--- config.mk ---
export PLATFORM = sky130hd
export DESIGN_NAME = onehot_step_sequencer
export DESIGN_NICKNAME = d
export VERILOG_FILES = /design/src/rtl/onehot_step_sequencer.sv
export SDC_FILE = /design/constraint.sdc
export NUM_CORES = 1
export LEC_CHECK = 0
export CORE_MARGIN = 2
export CORE_UTILIZATION = 47
export CTS_CLUSTER_DIAMETER = 40
export CTS_CLUSTER_SIZE = 10
export DETAILED_ROUTE_END_ITERATION = 8
export PLACE_DENSITY = 0.82
export SYNTH_ARGS = -nofsm -noshare
export SYNTH_HDL_FRONTEND = slang
export SYNTH_SLANG_ARGS = --single-unit
export TNS_END_PERCENT = 100
--- constraint.sdc ---
create_clock -name clk -period 2.8 [get_ports clk]
set_input_delay 0.28 -clock clk [delete_from_list [all_inputs] [get_ports clk]]
set_output_delay 0.28 -clock clk [all_outputs]
set_load 0.1 [all_outputs]
--- src/rtl/onehot_step_sequencer.sv ---
// Step sequencer with a registered one-hot decode of the current step, run/hold control and wrap/err pulses.
// Latency: start -> one-hot on out after 1 clock; all outputs are registered.
module onehot_step_sequencer #(
  parameter int SEL_W     = 4,
  parameter int LAST_STEP = 2**SEL_W-1,
  parameter bit ONESHOT   = 1'b0
) (
  input  logic                clk,
  input  logic                rst,
  input  logic                start,
  input  logic [SEL_W-1:0]    sel,
  input  logic                en,
  input  logic                halt,
  input  logic                clr_step,
  output logic [2**SEL_W-1:0] out,
  output logic [SEL_W-1:0]    step,
  output logic                busy,
  output logic                wrap,
  output logic                err
);

  localparam int N = 2**SEL_W;

  localparam logic [1:0] IDLE = 2'd0;
  localparam logic [1:0] RUN  = 2'd1;
  localparam logic [1:0] HOLD = 2'd2;

  localparam logic [SEL_W-1:0] LAST = SEL_W'(LAST_STEP);
  localparam logic [N-1:0]     ONE  = N'(1);

  logic [1:0]       state, state_nx;
  logic [SEL_W-1:0] step_nx;
  logic             wrap_nx, err_nx;

  // Priority: start > clr_step > halt > advance; rst is applied in the register block.
  always_comb begin
    state_nx = state;
    step_nx  = step;
    wrap_nx  = 1'b0;
    err_nx   = 1'b0;
    if (start) begin
      state_nx = RUN;
      if (sel > LAST) begin
        step_nx = '0;
        err_nx  = 1'b1;
      end else begin
        step_nx = sel;
      end
    end else if (state != IDLE) begin
      if (clr_step) begin
        step_nx = '0;
        if (halt) state_nx = HOLD;
      end else if (halt) begin
        state_nx = HOLD;
      end else if (state == HOLD) begin
        // Leaving HOLD costs one clock; advancing resumes on the next en.
        state_nx = RUN;
      end else if (en) begin
        if (step == LAST) begin
          step_nx = '0;
          wrap_nx = 1'b1;
          if (ONESHOT) state_nx = IDLE;
        end else begin
          step_nx = step + SEL_W'(1);
        end
      end
    end
  end

  always_ff @(posedge clk) begin
    if (rst) begin
      state <= IDLE;
      step  <= '0;
      out   <= '0;
      busy  <= 1'b0;
      wrap  <= 1'b0;
      err   <= 1'b0;
    end else begin
      state <= state_nx;
      step  <= step_nx;
      out   <= (state_nx == IDLE) ? '0 : (ONE << step_nx);
      busy  <= (state_nx != IDLE);
      wrap  <= wrap_nx;
      err   <= err_nx;
    end
  end

endmodule
==> impl_metrics.tcl <==
set metrics [dict create \
    wl_met2_mm 1.08 \
    start_util 0.494 \
    synth_area_sq_um 970 \
    clock-sinks 24 \
    clk_pin_slew_ps 130 \
    yosys.area_share.simple 0.271 \
    cts_max_level 1 \
    cts_hold_buf 0 \
    ys_async_sr_fraction 0 \
    synth-warning-count 0 \
    synthCells 102 \
    vias 856 \
    finalSetupTns_ps 0 \
    drive_gt1_frac 0.237 \
    met3WireLength_microns 96 \
    period_minus_slack_ps 2160 \
    first_iter_violations 11 \
    grt_pass1_vias 881 \
    grt_remaining_overflow 0 \
    synth_area_per_cell_sq_um 9.51 \
    vias_per_cell 5.42 \
    synth.top_cell.area_share 0.495 \
    p_per_area_nw_per_um2 608 \
    synth.area.mux_share 0.0645 \
    clock_latency_ps 310 \
    drt-met1-wl_mm 1.08 \
    post_cts_buffers 0 \
    pin_count 33 \
    cp_cell_sequence "clkdlybuf4s50_1, a221oi_1, nor3_1, nor3_1" \
    worst_setup_path_end_kind "flip-flop" \
    p_leak_uw 0.000521 \
    cts_buffers 3 \
    synth_top_family_by_area "simple AND/OR/NAND/NOR gates" \
    crit_path_frequent_cell "nor3_1" \
    port_buffers 31 \
    cpPeakStageDelay_ps 890 \
    slew_viol_final 0 \
    postSynthNetCount 113 \
    rsz0062_at_grt "no" \
    ys_top_cells_by_area "dfxtp_1, nor4_1, nor3_1, mux2i_1, nor2_1" \
    top_layer_used "met4" \
    min_path_type "reg2reg" \
    drtPass1Iterations 4 \
    rows 16 \
    synthToLayoutAreaGrowth_pct 32.1 \
    die_x_microns 49.4 \
    outcome "finished, final reports clean" \
    cts_tree "done" \
    track_usage 0.207 \
    synth_cell_types 34 \
    nNetsFinal 143 \
    ant_nets 0 \
    synth-seq-cells 24 \
    die-area_sq_um 2440 \
    slew_headroom 0.331 \
    die_height_microns 49.4 \
    synthFlopType "dfxtp_1" \
    fin_skew_ps 3.64 \
    path_class "in2reg" \
    dp_hpwl_mm 1.67 \
    maxCapViolations 0 \
    post_cts_resize_count 0 \
    critical_path_peak_fanout 17 \
    fin_crit_sh 0.772 \
    synth_top_area_cell "dfxtp_1" \
    hold_viol_final 0 \
    post_drt_wl_per_cell_microns 14.4 \
    fmax_mhz 462 \
    worst_pin_slew_ps 996 \
    antenna_found_initial 0 \
    synth_compound_area_frac 0.105 \
    ir_drop_mv 0.458 \
    clockRootBuffer "clkbuf_4" \
    wl_mm 2.27 \
    grt_max_degree 18 \
    finalSetupViolations 0 \
    core_area_sq_um 1960 \
    fin_util 0.653 \
    grt_pass1_wl_mm 3.95 \
    critPathSlowestCell "clkdlybuf4s50_1" \
    yosys.area_share.xor_xnor 0.00903 \
    drcViolationCount 0 \
    cts.path.max_buffers 2 \
    antennaDiodeCount 0 \
    critPathRequiredTime_ps 2970 \
    synth_fa_ha_area_frac 0.0129 \
    start_kind "input pin" \
    finalWeightedCongestion 0.824 \
    synth-edff-count 0 \
    post-synth-top-count-cell "dfxtp_1" \
    yosys-top-cells-count "dfxtp_1, nor4_1, nor3_1, nor2_1, mux2i_1" \
    cp.arrival_ps 2330 \
    ys_seq_area_frac 0.495 \
]
[path summary, 6_finish.rpt]
check	startpoint	to	slack (ps)	cells past startpoint
max	start	out[7]	640	4
min	step[3]	wrap	550	2
min reg2reg	step[3]	wrap	550	2
max reg2reg	step[0]	out[7]	790	5
[registers in the layout (all words and copies together) (netlist names)]
register  count
step          4
out          16
state         2
wrap          1
busy          1
[logic make-up (layout without fill, tap and decap cells)]
family	Yosys count	after routing
fa+ha+maj	1	1
other cells	1	1
flops	24	24
buf+inv	8	37
mux	6	6
xor+xnor	1	1
simple gates	47	47
compound gates	14	14
[per-layer routing]
metal	up-vias	track usage
li1	432	-
met1	396	0.276
met2	26	0.351
met3	2	0.0245
met4	0	0.0556
met5	-	0
[worst max-delay path, delay by kind of cell]
kind,cells,cell delay [ps]
simple gates,2,940
buf+inv,1,890
compound gates,1,220
[report_power, final]
group	switching, uW	internal [uW]	total, uW
clock	102	145	247
sequential	9.84	352	362
combinational	124	45.6	170
[cells in the final DEF, fill, tap and decap left out, types with 3 or more instances in the layout]
master / instances
dfxtp_1: 24
buf_4: 22
nor4_1: 13
nor3_1: 10
clkdlybuf4s50_1: 9
nor2_1: 8
mux2i_1: 4
nand2_1: 3
a21oi_1: 3
clkbuf_4: 3
[metrics by stage]
step                      total power, uW  cell area, sq um  hold WS (ps)  cells  setup WS [ps]
final                                 779              1280           548    158            638
after global routing                  808              1280           582    158            433
after CTS                             782              1280           549    158            685
after detailed placement              538              1230           528    154            359
after global placement                536              1230           522    154            389
after floorplan                       497               970           458    102            429
[final cells by class]
cell class                      count  area, sq um
Tap cell                           27         33.8
Inverter                            2         7.51
Fill cell                         172          681
Sequential cell                    24          480
Clock buffer                        3         22.5
Timing Repair Buffer               31          255
Clock inverter                      1         30.0
Multi-Input combinational cell     70          452
No activity file was read; power rests on OpenSTA's default activity.
==> edit: new RTL, same flow settings <==
`SEL_W`: 4 -> 3.
--- a/src/rtl/onehot_step_sequencer.sv
+++ b/src/rtl/onehot_step_sequencer.sv
@@ -3,3 +3,3 @@
 module onehot_step_sequencer #(
-  parameter int SEL_W     = 4,
+  parameter int SEL_W     = 3,
   parameter int LAST_STEP = 2**SEL_W-1,
Interface: changed (resized out, sel and step); port bits go from 33 to 23. No check against the original RTL was run, so the function may have changed too.
==> edit against the original RTL <==
  * Die area is 36% lower
  * Critical path depth is 2 higher
  * Count of clock-buffer cells in the layout stayed put
  * Design area is 36% lower
  * Total power is 39% lower
  * Routed wire length is 49% lower
  * Area after synthesis is 38% lower
  * Sequential cell count is 8 lower
  * Setup slack better by 0.39 ns
==> edit: results (changes against the original RTL) <==
critical_path:
  critPathArrivalTime_ns: 1.98  # -0.35 ns
clock_tree:
  insertion_delay_ns: 0.29  # -0.02 ns
  cts.clk_slew.worst_paths_ns: 0.09  # -0.04 ns
routing:
  drtIter0Drc: 10  # -1
  wl_per_cell_um: 11.8  # -18%
  drt-vias-per-instance: 5.28  # -2.6%
power_and_ir_drop:
  p_leak_nw: 0.366  # -30%
  p_int_w: 0.000320  # -41%
synth:
  yosysSeqAreaShare_pct: 53.6  # +4.0 points
  synth.top_cells.by_area: "dfxtp_1 (54%), nor3_1 (8.4%), ha_1 (4.2%)"
  ys_top_cells_by_count: "dfxtp_1 (16), nor3_1 (10), nor2_1 (6)"
  synth_nets: 71  # -37%
  synth_cell_types: 21  # -38%
place:
  port-buffer-count: 22  # -29%
  globalplace.congestion: 0.763  # -7.3%
  hpwl_um: 850  # -49%
global_routing:
  grt_pass1_wl_um: 1720  # -57%
  grt_use_total_pct: 18.2  # -2.4 points
  grt_pass1_vias: 383  # -57%
  grt_max_degree: 10  # -8
final_layout:
  layout-drive-gt1-share_pct: 25.0  # +1.3 points
  fill_cells: 104  # -40%
  final_nets: 97  # -32%
  largestRegisters: "out x8, step x3, state x2"
sta:
  fin_skew_ns: 0.00484  # +0.00120 ns
run_status:
  outcome: "completed"
[edit: final timing paths]
kind                                from  endpoint  slack, ns  cells after the start
worst max-delay path             step[0]    out[2]       1.03                      6
worst min-delay path            state[1]  state[1]       0.56                      2
worst max register to register   step[0]    out[2]       1.03                      6
worst min register to register  state[1]  state[1]       0.56                      2
[edit: power groups by stage]
stage / registers, W / logic (W) / clock network (W)
global placement: 0.000247 / 0.000115 / 0
finish: 0.000242 / 0.000116 / 0.000118
global route: 0.000244 / 0.000122 / 0.000133
CTS: 0.000242 / 0.000116 / 0.000119
detailed placement: 0.000248 / 0.000115 / 0
floorplan: 0.000303 / 0.0000284 / 0
[edit: through the flow]
step / cell area (um^2) / setup WS, ns / std cells
global placement: 796 / 0.963 / 95
finish: 818 / 1.03 / 98
CTS: 818 / 1.03 / 98
global route: 818 / 0.949 / 98
floorplan: 598 / 0.454 / 60
detailed placement: 796 / 0.934 / 95
[edit: routing by layer]
| layer | vias to the layer above | global-route usage (%) | wire length [um] |
|---|---|---|---|
| met5 | - | 0 | 0 |
| met1 | 226 | 22.9 | 515 |
| met3 | 4 | 8.52 | 98 |
| met2 | 20 | 23.8 | 514 |
| li1 | 267 | - | - |
| met4 | 0 | 12.9 | 31 |
[edit: worst max-delay path, stage by stage (launching register included)]
cell and delay, ns:
dfxtp_1 0.35, ha_1 0.20, ha_1 0.26, and4b_2 0.21
a221o_1 0.29, a21bo_1 0.21, nor3_1 0.18
[edit: cell families (layout without fill, tap and decap cells)]
group	count (synthesis)	in the layout	share of synthesized area [%]
AND/OR/NAND/NOR	27	27	24.9
flip-flops	16	16	53.6
AO/OA/AOI/OAI	9	9	10.0
multiplexers	3	3	5.23
adder cells (fa/ha/maj)	2	2	4.18
buffers and inverters	2	26	1.46
other	1	1	0.627
[edit: layout make-up]
type	count	area [um^2]	share of cell area, %
Tap cell	14	17.5	2.14
Timing Repair Buffer	22	185	22.6
Inverter	1	3.75	0.459
Multi-Input combinational cell	42	269	32.9
Sequential cell	16	320	39.1
Clock buffer	3	22.5	2.75
